File: config.mk
export PLATFORM = sky130hd
export DESIGN_NAME = rr_arb2to1_flat
export DESIGN_NICKNAME = d
export VERILOG_FILES = /design/src/rtl/rr_arb2to1_if.sv /design/src/rtl/rr_arb2to1.sv /design/src/flat_wrapper.sv
export SDC_FILE = /design/constraint.sdc
export NUM_CORES = 1
export LEC_CHECK = 0
export ABC_AREA = 1
export CAP_MARGIN = 20
export CORE_MARGIN = 1
export CORE_UTILIZATION = 40
export CTS_CLUSTER_DIAMETER = 150
export CTS_CLUSTER_SIZE = 25
export DETAILED_ROUTE_END_ITERATION = 8
export DONT_BUFFER_PORTS = 1
export MAX_ROUTING_LAYER = met4
export PLACE_DENSITY_LB_ADDON = 0.12
export REMOVE_ABC_BUFFERS = 1
export SYNTH_ARGS = -nofsm -noshare
export SYNTH_HDL_FRONTEND = slang
export SYNTH_SLANG_ARGS = --single-unit
File: constraint.sdc
create_clock -name clk_i -period 2.8 [get_ports clk_i]
set_input_delay 0.28 -clock clk_i [delete_from_list [all_inputs] [get_ports clk_i]]
set_output_delay 0.28 -clock clk_i [all_outputs]
set_load 0.05 [all_outputs]
File: src/rtl/rr_arb2to1_if.sv
// Handshake bundle for the 2:1 round-robin arbiter: two input channels,
// one registered output beat and the downstream mux select.
interface rr_arb2to1_if #(
  parameter int unsigned WIDTH = 8
) ();

  logic [WIDTH-1:0] in0_data_i;
  logic             in0_valid_i;
  logic             in0_ready_o;

  logic [WIDTH-1:0] in1_data_i;
  logic             in1_valid_i;
  logic             in1_ready_o;

  logic [WIDTH-1:0] out_data_o;
  logic             out_valid_o;
  logic             out_ready_i;
  logic             sel_o;

  // Arbiter side
  modport slave (
    input  in0_data_i, in0_valid_i,
    input  in1_data_i, in1_valid_i,
    input  out_ready_i,
    output in0_ready_o, in1_ready_o,
    output out_data_o, out_valid_o, sel_o
  );

  // Producer/consumer side
  modport master (
    output in0_data_i, in0_valid_i,
    output in1_data_i, in1_valid_i,
    output out_ready_i,
    input  in0_ready_o, in1_ready_o,
    input  out_data_o, out_valid_o, sel_o
  );

endinterface : rr_arb2to1_if

File: src/rtl/rr_arb2to1.sv
// Two-channel round-robin arbiter feeding a single registered output beat.
// Ready outputs are combinational; output valid/data/select are registered.
module rr_arb2to1 #(
  parameter int unsigned WIDTH = 8
) (
  input  logic         clk_i,
  input  logic         rst_i,
  rr_arb2to1_if.slave  bus
);

  logic [WIDTH-1:0] out_data_q,   out_data_d;
  logic             out_valid_q,  out_valid_d;
  logic             sel_q,        sel_d;
  logic             last_grant_q, last_grant_d;

  logic             ld_c;
  logic             any_valid_c;
  logic             grant_c;
  logic             load_c;

  // Load enable, request detect and round-robin grant
  always_comb begin
    ld_c        = ~out_valid_q | bus.out_ready_i;
    any_valid_c = bus.in0_valid_i | bus.in1_valid_i;
    if (bus.in0_valid_i & bus.in1_valid_i) begin
      grant_c = ~last_grant_q;
    end else begin
      grant_c = bus.in1_valid_i;
    end
    load_c      = ld_c & any_valid_c;
  end

  // Readies are held low while reset is asserted so nothing is accepted then
  assign bus.in0_ready_o = ~rst_i & load_c & ~grant_c;
  assign bus.in1_ready_o = ~rst_i & load_c &  grant_c;

  // Next-state for the output beat and the round-robin pointer
  always_comb begin
    out_data_d   = out_data_q;
    out_valid_d  = out_valid_q;
    sel_d        = sel_q;
    last_grant_d = last_grant_q;
    if (load_c) begin
      out_data_d   = grant_c ? bus.in1_data_i : bus.in0_data_i;
      out_valid_d  = 1'b1;
      sel_d        = grant_c;
      last_grant_d = grant_c;
    end else if (ld_c) begin
      out_valid_d  = 1'b0;
    end
  end

  // last_grant resets to 1 so the first contested grant goes to channel 0
  always_ff @(posedge clk_i or posedge rst_i) begin
    if (rst_i) begin
      out_data_q   <= '0;
      out_valid_q  <= 1'b0;
      sel_q        <= 1'b0;
      last_grant_q <= 1'b1;
    end else begin
      out_data_q   <= out_data_d;
      out_valid_q  <= out_valid_d;
      sel_q        <= sel_d;
      last_grant_q <= last_grant_d;
    end
  end

  assign bus.out_data_o  = out_data_q;
  assign bus.out_valid_o = out_valid_q;
  assign bus.sel_o       = sel_q;

endmodule : rr_arb2to1

File: src/flat_wrapper.sv
// flat-port wrapper written by rule: the top's interface ports become plain ports
module rr_arb2to1_flat 
#(
  parameter int unsigned WIDTH = 8
)
  (clk_i, rst_i, bus_in0_data_i, bus_in0_valid_i, bus_in1_data_i, bus_in1_valid_i, bus_out_ready_i, bus_in0_ready_o, bus_in1_ready_o, bus_out_data_o, bus_out_valid_o, bus_sel_o);
  rr_arb2to1_if #(.WIDTH(WIDTH)) bus_i ();
  input  logic clk_i;
  input  logic rst_i;
  input wire logic [$bits(bus_i.in0_data_i)-1:0] bus_in0_data_i;
  input wire logic [$bits(bus_i.in0_valid_i)-1:0] bus_in0_valid_i;
  input wire logic [$bits(bus_i.in1_data_i)-1:0] bus_in1_data_i;
  input wire logic [$bits(bus_i.in1_valid_i)-1:0] bus_in1_valid_i;
  input wire logic [$bits(bus_i.out_ready_i)-1:0] bus_out_ready_i;
  output wire logic [$bits(bus_i.in0_ready_o)-1:0] bus_in0_ready_o;
  output wire logic [$bits(bus_i.in1_ready_o)-1:0] bus_in1_ready_o;
  output wire logic [$bits(bus_i.out_data_o)-1:0] bus_out_data_o;
  output wire logic [$bits(bus_i.out_valid_o)-1:0] bus_out_valid_o;
  output wire logic [$bits(bus_i.sel_o)-1:0] bus_sel_o;
  assign bus_i.in0_data_i = bus_in0_data_i;
  assign bus_i.in0_valid_i = bus_in0_valid_i;
  assign bus_i.in1_data_i = bus_in1_data_i;
  assign bus_i.in1_valid_i = bus_in1_valid_i;
  assign bus_i.out_ready_i = bus_out_ready_i;
  assign bus_in0_ready_o = bus_i.in0_ready_o;
  assign bus_in1_ready_o = bus_i.in1_ready_o;
  assign bus_out_data_o = bus_i.out_data_o;
  assign bus_out_valid_o = bus_i.out_valid_o;
  assign bus_sel_o = bus_i.sel_o;
  rr_arb2to1 #(.WIDTH(WIDTH)) u_core (.clk_i(clk_i), .rst_i(rst_i), .bus(bus_i));
endmodule
==> flow_metrics.py, run 1 <==
metrics = {
    "routing": {
        "wl_um": 1250,
        "drt_first_iter_violations": 9,
        "ant_nets": 0,
        "wire_per_inst_um": 11.5,
        "firstDrtPassIters": 4,
        "vias_per_cell": 4.96,
        "remaining_drc_errors": 0,
        "num_vias": 536,
    },
    "yosys": {
        "netlist_area_um2": 612,
        "ys_types": 12,
        "yosysWarnings": 0,
        "postSynthAreaPerCell_um2": 7.03,
        "ys_ff_latch": 11,
        "synthCells": 87,
        "yosysSeqAreaShare": 0.452,
    },
    "worst_setup_path": {
        "critPathLaunch": "u_core.bus.out_valid_o",
        "critPathKind": "flop to output port",
        "worst_setup_path_end_kind": "output port",
        "crit_path_max_fanout": 10,
        "path_buf_inv": 2,
        "rrSetupSlack_ns": 1.46,
        "ff2ff_path_depth": 6,
        "path_cells": "inv_1 > nor2_2 > nor2_4 > nand2_1 > nor2_1 > buf_4",
        "critPathTopFamily": "flip-flops",
        "start_kind": "flop",
        "critical_path_cell_count": 6,
        "rr_startpoint": "u_core.bus.out_valid_o",
        "slowest_delay_ns": 0.57,
        "required_ns": 2.52,
        "worstPathArrival_ns": 1.63,
        "crit_end": "bus_in0_ready_o",
        "r2r-end": "u_core.bus.out_data_o[6]",
        "crit_slowest_cell": "dfrtp_1",
    },
    "grt": {
        "grt_pass1_vias": 440,
        "grt_util_all_layers": 0.171,
        "grt_antenna_before_repair": 0,
        "grt_max_degree": 12,
        "grt_pass1_wl_um": 1740,
        "overflow": 0,
    },
    "placement": {
        "dp.final_hpwl_um": 899,
        "io_buffers": 0,
        "gp_congestion": 0.660,
    },
    "clock_tree": {
        "cts_tree": "done",
        "clockRootBuffer": "clkbuf_4",
        "clk_pin_slew_ns": 0.07,
        "htreeDepth": 1,
        "cts_resized": 0,
        "numCtsBuffers": 3,
        "clock_path_buffers": 2,
        "clock_sinks": 11,
        "clk_latency_ns": 0.26,
    },
    "timing": {
        "slew_headroom": 0.673,
        "rsz0062_at_grt": "false",
        "tightest_slew_ns": 0.490,
        "min_period_ns": 1.91,
        "clock_skew_ns": 0.000979,
        "slew_violations": 0,
        "hold_violations": 0,
        "layout_worst_path_cycle_share": 0.684,
        "setup_viol": 0,
        "setup_tns_ns": 0,
        "fmax_ghz": 0.523,
    },
    "status": {
        "status": "finished, final reports clean",
    },
    "floorplan": {
        "dieArea_um2": 1690,
        "core_um2": 1370,
        "fp.dieW_um": 41.1,
        "initial_utilization": 0.448,
        "rows": 13,
        "die_h_um": 41.1,
        "io_pins": 33,
    },
    "power_and_ir_drop": {
        "powerDensity_nw_per_um2": 676,
        "p_leak_uw": 0.000411,
        "peakVddDrop_uv": 281,
        "finalPower_uw": 456,
    },
    "layout": {
        "final_common_cell": "nand2_1",
        "final_cell_mix": "nand2_1 (31), inv_1 (19), nand3_1 (17)",
        "antenna_cells": 0,
        "utilization": 0.494,
        "area_growth_syn_to_layout_pct": 10.2,
        "layout-drive-gt1-share": 0.129,
        "fin_nets": 115,
    },
    "run": {
        "maxCapViolations": 0,
    },
    "worst_hold_path": {
        "hold_class": "primary input to flop",
    },
}
-- report_power, final --
part / leakage (µW) / switching [µW] / internal (µW)
Sequential: 0.000129 / 93.7 / 182
Combinational: 0.000267 / 45.8 / 24.9
Clock: 0.0000150 / 54.3 / 55.1
Total: 0.000411 / 194 / 262
-- cells by family (layout without fill, tap and decap cells) --
logic type    count (synthesis)  in the layout  synth area share
simple gates                 55             55             0.409
buf+inv                      21             27             0.139
flops                        11             11             0.452
-- final cells by class --
| type | count | area (µm²) |
|---|---|---|
| Clock buffer | 4 | 26.3 |
| Fill cell | 164 | 692 |
| Inverter | 20 | 77.6 |
| Multi-Input combinational cell | 55 | 250 |
| Sequential cell | 11 | 277 |
| Tap cell | 15 | 18.8 |
| Timing Repair Buffer | 3 | 25.0 |
-- registers in the layout (all words and copies together) (netlist names) --
register,cells
u_core.bus.out_data_o,8
u_core.bus.out_valid_o,1
u_core.bus.sel_o,1
u_core.last_grant_q,1
-- per-layer routing --
layer,GRT usage,vias up,part of all wire
li1,-,273,-
met1,0.187,233,0.46
met2,0.266,28,0.47
met3,0.0326,2,0.054
met4,0.145,0,0.015
met5,-,-,0
-- synthesized netlist by cell type (all sizes together) --
master	instances	area (µm²)
nand2	33	134
buf	1	7.51
dfrtp	10	250
nor2	5	31.3
nand3	17	85.1
dfstp	1	26.3
inv	20	77.6
-- worst register-to-register path, stage by stage, from the launching register on --
cell and delay, ns:
dfrtp_1 0.57, inv_1 0.14, nor2_2 0.05, nor2_4 0.23, inv_4 0.11, nand2_1 0.08, nand2_1 0.06
-- how the worst min path moves through the flow --
stage,startpoint,end,slack [ns],cells after the start
after floorplan,rst_i,u_core.bus.out_data_o[0],0.13,1
after global placement,rst_i,u_core.bus.sel_o,0.19,1
after detailed placement,rst_i,u_core.bus.sel_o,0.20,1
after CTS,bus_in0_valid_i,u_core.bus.out_valid_o,0.12,2
after global routing,bus_in0_valid_i,u_core.bus.out_valid_o,0.13,2
final,bus_in0_valid_i,u_core.bus.out_valid_o,0.13,2
-- stage by stage --
step / hold slack (ns) / cells / instance area (µm²) / setup slack [ns]
global placement: 0.195 / 103 / 638 / 1.18
floorplan: 0.132 / 86 / 604 / 0.882
CTS: 0.125 / 108 / 674 / 0.873
detailed placement: 0.201 / 103 / 638 / 1.17
global route: 0.127 / 108 / 674 / 0.782
finish: 0.134 / 108 / 674 / 0.886
-- repair_timing --
item	CTS	global route
hold endpoints to repair	10	0
setup buffers	0	0
hold buffers	1	0
(Power assumes the default switching activity.)
==> inputs of run 2 (changes only) <==
==> constraint.sdc (replaced) <==
create_clock -name clk_i -period 1.58 [get_ports clk_i]
set_input_delay 0.158 -clock clk_i [delete_from_list [all_inputs] [get_ports clk_i]]
set_output_delay 0.158 -clock clk_i [all_outputs]
set_load 0.05 [all_outputs]
==> run 2 against run 1 <==
Worst setup slack worse by 0.82 ns. Clock skew about the same. Core utilization up 2.8 points. Sequential power up 76%.
==> flow_metrics.py, run 2 (synthesis gave the netlist of run 1 again) <==
metrics = {
    "layout": {
        "area_growth_syn_to_layout_pct": 16.6,
        "fin_nets": 119,
        "multi_input_area_um2": 255,
        "largest_reg_flops": 8,
        "utilization": 0.522,
        "final_cell_mix": "nand2_1 (31), inv_1 (19), nand3_1 (17)",
        "design_area_um2": 713,
        "layout-drive-gt1-share": 0.165,
        "antenna_cells": 0,
        "register_area_um2": 277,
        "fillers": 148,
        "final_common_cell": "nand2_1",
    },
    "power_and_ir_drop": {
        "powerDensity_nw_per_um2": 1160,
        "p_leak_uw": 0.000436,
        "peakVddDrop_uv": 589,
    },
    "timing": {
        "min_period_ns": 1.51,
        "fmax_ghz": 0.661,
        "clock_skew_ns": 0.00136,
        "setup_viol": 0,
        "tightest_slew_ns": 0.478,
        "layout_worst_path_cycle_share": 0.958,
        "slew_violations": 0,
        "rsz0062_at_grt": "false",
        "slew_headroom": 0.681,
        "setup_slack_ns": 0.0671,
        "hold_violations": 0,
    },
    "routing": {
        "wl_um": 1320,
        "ant_nets": 0,
        "drt_first_iter_violations": 6,
        "wire_per_inst_um": 11.8,
        "num_vias": 543,
        "remaining_drc_errors": 0,
        "firstDrtPassIters": 4,
        "vias_per_cell": 4.85,
    },
    "grt": {
        "overflow": 0,
        "grt_antenna_before_repair": 0,
        "grt_pass1_wl_um": 1820,
        "grt_max_degree": 12,
        "grt_pass1_vias": 451,
        "grt_util_all_layers": 0.176,
    },
    "worst_setup_path": {
        "start_kind": "flop",
        "crit_top_cell": "nand2_4",
        "required_ns": 1.42,
        "worst_setup_path_end_kind": "output port",
        "critPathKind": "flop to output port",
        "crit_path_max_fanout": 10,
        "ff2ff_path_depth": 6,
        "slowest_delay_ns": 0.56,
        "path_cells": "nand2_4 > nand2_4 > nand2_1 > nor2_1 > buf_6",
        "crit_slowest_cell": "dfstp_2",
        "worstPathArrival_ns": 1.35,
    },
    "worst_hold_path": {
        "hold_class": "primary input to flop",
        "whs_path_depth": 2,
    },
    "placement": {
        "dp.final_hpwl_um": 916,
        "detailed_place.area_um2": 646,
        "io_buffers": 0,
        "dp_slack_ns": 0.245,
        "gp_congestion": 0.722,
    },
    "floorplan": {
        "io_pins": 33,
        "rows": 13,
        "dieArea_um2": 1690,
        "core_um2": 1370,
        "initial_utilization": 0.448,
        "die_h_um": 41.1,
        "fp.dieW_um": 41.1,
    },
    "clock_tree": {
        "clockRootBuffer": "clkbuf_4",
        "numCtsBuffers": 3,
        "clock_sinks": 11,
        "clk_latency_ns": 0.27,
        "cts_tree": "done",
        "htreeDepth": 1,
        "clk_pin_slew_ns": 0.07,
        "clock_path_buffers": 2,
    },
    "run": {
        "maxCapViolations": 0,
    },
    "status": {
        "status": "finished, final reports clean",
    },
}
## run 2: cell types whose count changed in the layout (fill, tap and decap cells not counted), sizes merged
cell and change:
buf +4
## run 2: area by class of cell
type,count,share of cell area
Sequential cell,11,0.388
Timing Repair Buffer,7,0.0825
Tap cell,15,0.0263
Inverter,20,0.109
Multi-Input combinational cell,55,0.358
Clock buffer,4,0.0368
## run 2: what timing repair did
| action | in CTS | in global routing |
|---|---|---|
| setup buffers | 1 | 2 |
| hold buffers | 1 | 0 |
| endpoints found under the hold margin | 10 | 0 |
| setup endpoints to repair | 1 | 2 |
| pin swaps | 1 | 1 |
| resized for setup | 1 | 1 |
## run 2: critical path: cells and delay by family, from the launching register on
family	cells	cell delay (ns)
flip-flops	1	0.56
buffers and inverters	1	0.17
AND/OR/NAND/NOR	4	0.36
## run 2: layer usage
metal  vias to the layer above  share of wire  track usage  wire (µm)
li1                        280              -            -          -
met1                       235           0.48        0.201        629
met2                        24           0.44        0.273        579
met3                         4          0.055       0.0217         72
met4                         0          0.026        0.145         34
met5                         -              0            -          0
## run 2: per-stage QoR
step	setup TNS, ns	cells	hold WS (ns)	total power [µW]
floorplan	-0.272	86	0.00972	590
global placement	0	104	0.0700	619
detailed placement	0	104	0.0718	623
CTS	0	110	0.0122	821
global route	0	112	0.0158	872
finish	0	112	0.00382	825
## run 2: final timing paths
path / end / slack, ns / start
worst max register to register: u_core.bus.out_data_o[0] / 0.40 / u_core.last_grant_q
worst min-delay path: u_core.bus.out_valid_o / 0.004 / bus_in0_valid_i
worst max-delay path: bus_in0_ready_o / 0.07 / u_core.last_grant_q
worst min register to register: u_core.last_grant_q / 0.49 / u_core.last_grant_q
max in group asynchronous: u_core.last_grant_q / 0.92 / rst_i
min in group asynchronous: u_core.bus.sel_o / 0.33 / rst_i
## run 2: report_power, final
group	leakage (µW)	internal (µW)	switching [µW]
clock	0.0000150	97.7	97.8
combinational	0.000292	55.5	89.3
sequential	0.000129	324	161
total	0.000436	477	348
==> inputs of run 3 (changes only) <==
--- a/config.mk
+++ b/config.mk
@@ -9,6 +9,7 @@
 export CAP_MARGIN = 20
 export CORE_MARGIN = 1
 export CORE_UTILIZATION = 40
+export CTS_BUF_LIST = sky130_fd_sc_hd__clkbuf_4 sky130_fd_sc_hd__clkbuf_8
 export CTS_CLUSTER_DIAMETER = 150
 export CTS_CLUSTER_SIZE = 25
 export DETAILED_ROUTE_END_ITERATION = 8
==> run 3 against run 2 <==
Count of clock-buffer cells in the layout unchanged. Register-to-register slack about the same. Non-clock buffer count unchanged. Final cell count unchanged. First-iteration DRC count down 33%. Worst setup slack better by 0.0087 ns. Wire length down 1.4%. Flip-flop and latch count unchanged. Fmax up 0.58%. Critical endpoint unchanged.
==> flow_metrics.py, run 3 (synthesis gave the netlist of run 1 again) <==
metrics = {
    "clock_tree": {
        "clock_path_buffers": 2,
        "cts_tree": "done",
        "numCtsBuffers": 3,
        "clk_pin_slew_ns": 0.07,
        "clockRootBuffer": "clkbuf_4",
        "clock_sinks": 11,
        "clk_latency_ns": 0.26,
        "htreeDepth": 1,
    },
    "placement": {
        "dp.cells": 104,
        "dp.final_hpwl_um": 916,
        "detailed_place.area_um2": 646,
        "io_buffers": 0,
        "dp_slack_ns": 0.245,
        "gp_congestion": 0.722,
    },
    "layout": {
        "final_cell_mix": "nand2_1 (31), inv_1 (19), nand3_1 (17)",
        "layout-drive-gt1-share": 0.175,
        "fin_nets": 119,
        "antenna_cells": 0,
        "layoutNonFillerInstCount": 112,
        "largest_reg_flops": 8,
        "design_area_um2": 717,
        "final_common_cell": "nand2_1",
        "area_growth_syn_to_layout_pct": 17.2,
    },
    "worst_setup_path": {
        "rr_startpoint": "u_core.last_grant_q",
        "crit_top_cell": "nand2_4",
        "ff2ff_path_depth": 6,
        "crit_path_max_fanout": 10,
        "slowest_delay_ns": 0.56,
        "required_ns": 1.42,
        "worstPathArrival_ns": 1.35,
        "path_cells": "nand2_4 > nand2_4 > nand2_1 > nor2_1 > buf_6",
        "worst_setup_path_end_kind": "output port",
        "start_kind": "flop",
        "r2r-end": "u_core.bus.out_data_o[0]",
        "crit_slowest_cell": "dfstp_2",
        "critPathKind": "flop to output port",
        "rrSetupSlack_ns": 0.40,
    },
    "routing": {
        "firstDrtPassIters": 4,
        "wl_um": 1300,
        "ant_nets": 0,
        "drt_first_iter_violations": 4,
        "wire_per_inst_um": 11.6,
        "remaining_drc_errors": 0,
        "vias_per_cell": 4.87,
        "num_vias": 545,
    },
    "timing": {
        "fmax_ghz": 0.665,
        "slew_violations": 0,
        "setup_viol": 0,
        "setup_slack_ns": 0.0758,
        "setup_tns_ns": 0,
        "slew_headroom": 0.681,
        "hold_violations": 0,
        "min_period_ns": 1.50,
        "rsz0062_at_grt": "false",
        "layout_worst_path_cycle_share": 0.952,
        "tightest_slew_ns": 0.478,
        "clock_skew_ns": 0.00180,
    },
    "power_and_ir_drop": {
        "switching_power_uw": 343,
        "p_int_uw": 494,
        "clock_power_share": 0.248,
        "p_seq_frac": 0.579,
        "powerDensity_nw_per_um2": 1170,
        "peakVddDrop_uv": 453,
        "switching_share": 0.410,
        "combinationalPowerShare": 0.173,
        "p_leak_uw": 0.000439,
        "finalPower_uw": 837,
    },
    "floorplan": {
        "core_um2": 1370,
        "io_pins": 33,
        "dieArea_um2": 1690,
        "rows": 13,
        "initial_utilization": 0.448,
        "die_h_um": 41.1,
        "fp.dieW_um": 41.1,
    },
    "grt": {
        "grt_util_all_layers": 0.173,
        "grt_antenna_before_repair": 0,
        "grt_max_degree": 12,
        "grt_pass1_wl_um": 1810,
        "grt_pass1_vias": 451,
        "overflow": 0,
    },
    "worst_hold_path": {
        "hold_class": "primary input to flop",
        "whs_path_depth": 2,
        "hold_start": "bus_in0_valid_i",
        "min_to": "u_core.bus.out_valid_o",
    },
    "status": {
        "status": "finished, final reports clean",
    },
    "run": {
        "maxCapViolations": 0,
    },
}
[run 3: cell count changes in the layout (fill, tap and decap cells not counted)]
cell,previous run,this run
clkbuf_1,1,0
clkbuf_4,3,4
[run 3: layout make-up]
class | instances | area [µm²]
Timing Repair Buffer | 7 | 58.8
Tap cell | 15 | 18.8
Clock buffer | 4 | 30.0
Multi-Input combinational cell | 55 | 255
Fill cell | 146 | 649
Inverter | 20 | 77.6
Sequential cell | 11 | 277
[run 3: worst max-delay path, delay by kind of cell, from the launching register on]
kind          cells  cell delay [ns]
flops             1             0.56
simple gates      4             0.36
buf+inv           1             0.17
[run 3: repair_timing]
action,4_1_cts,5_1_grt
resized for setup,1,1
endpoints found under the hold margin,10,0
setup buffers,1,2
pin swaps,1,1
hold buffers,1,0
endpoints found under the setup margin,1,2
[run 3: worst max-delay path by stage]
stage / end / from / slack [ns]
floorplan: bus_in0_ready_o / u_core.bus.out_valid_o / -0.22
CTS: bus_in0_ready_o / u_core.last_grant_q / 0.005
finish: bus_in0_ready_o / u_core.last_grant_q / 0.08
global route: bus_in0_ready_o / u_core.last_grant_q / 0.02
detailed placement: bus_in0_ready_o / u_core.last_grant_q / 0.24
global placement: bus_in0_ready_o / u_core.last_grant_q / 0.29
[run 3: power groups by stage]
stage                     Clock, µW  Combinational (µW)  Sequential (µW)
after global placement            0                 130              489
after CTS                       214                 140              484
final                           207                 145              485
after floorplan                   0                 103              488
after global routing            229                 165              493
after detailed placement          0                 133              490
[run 3: metal layers]
layer | global-route usage | vias to the layer above | wire length [µm]
li1 | - | 282 | -
met1 | 0.201 | 237 | 613
met2 | 0.273 | 24 | 589
met3 | 0.0217 | 2 | 70
met4 | 0.121 | 0 | 25
met5 | - | - | 0
[run 3: stage by stage]
step	util	hold slack [ns]
floorplan	-	0.00972
global placement	0.473	0.0700
CTS	0.510	0.0124
global route	0.525	0.0174
detailed placement	0.473	0.0718
finish	0.525	0.0125
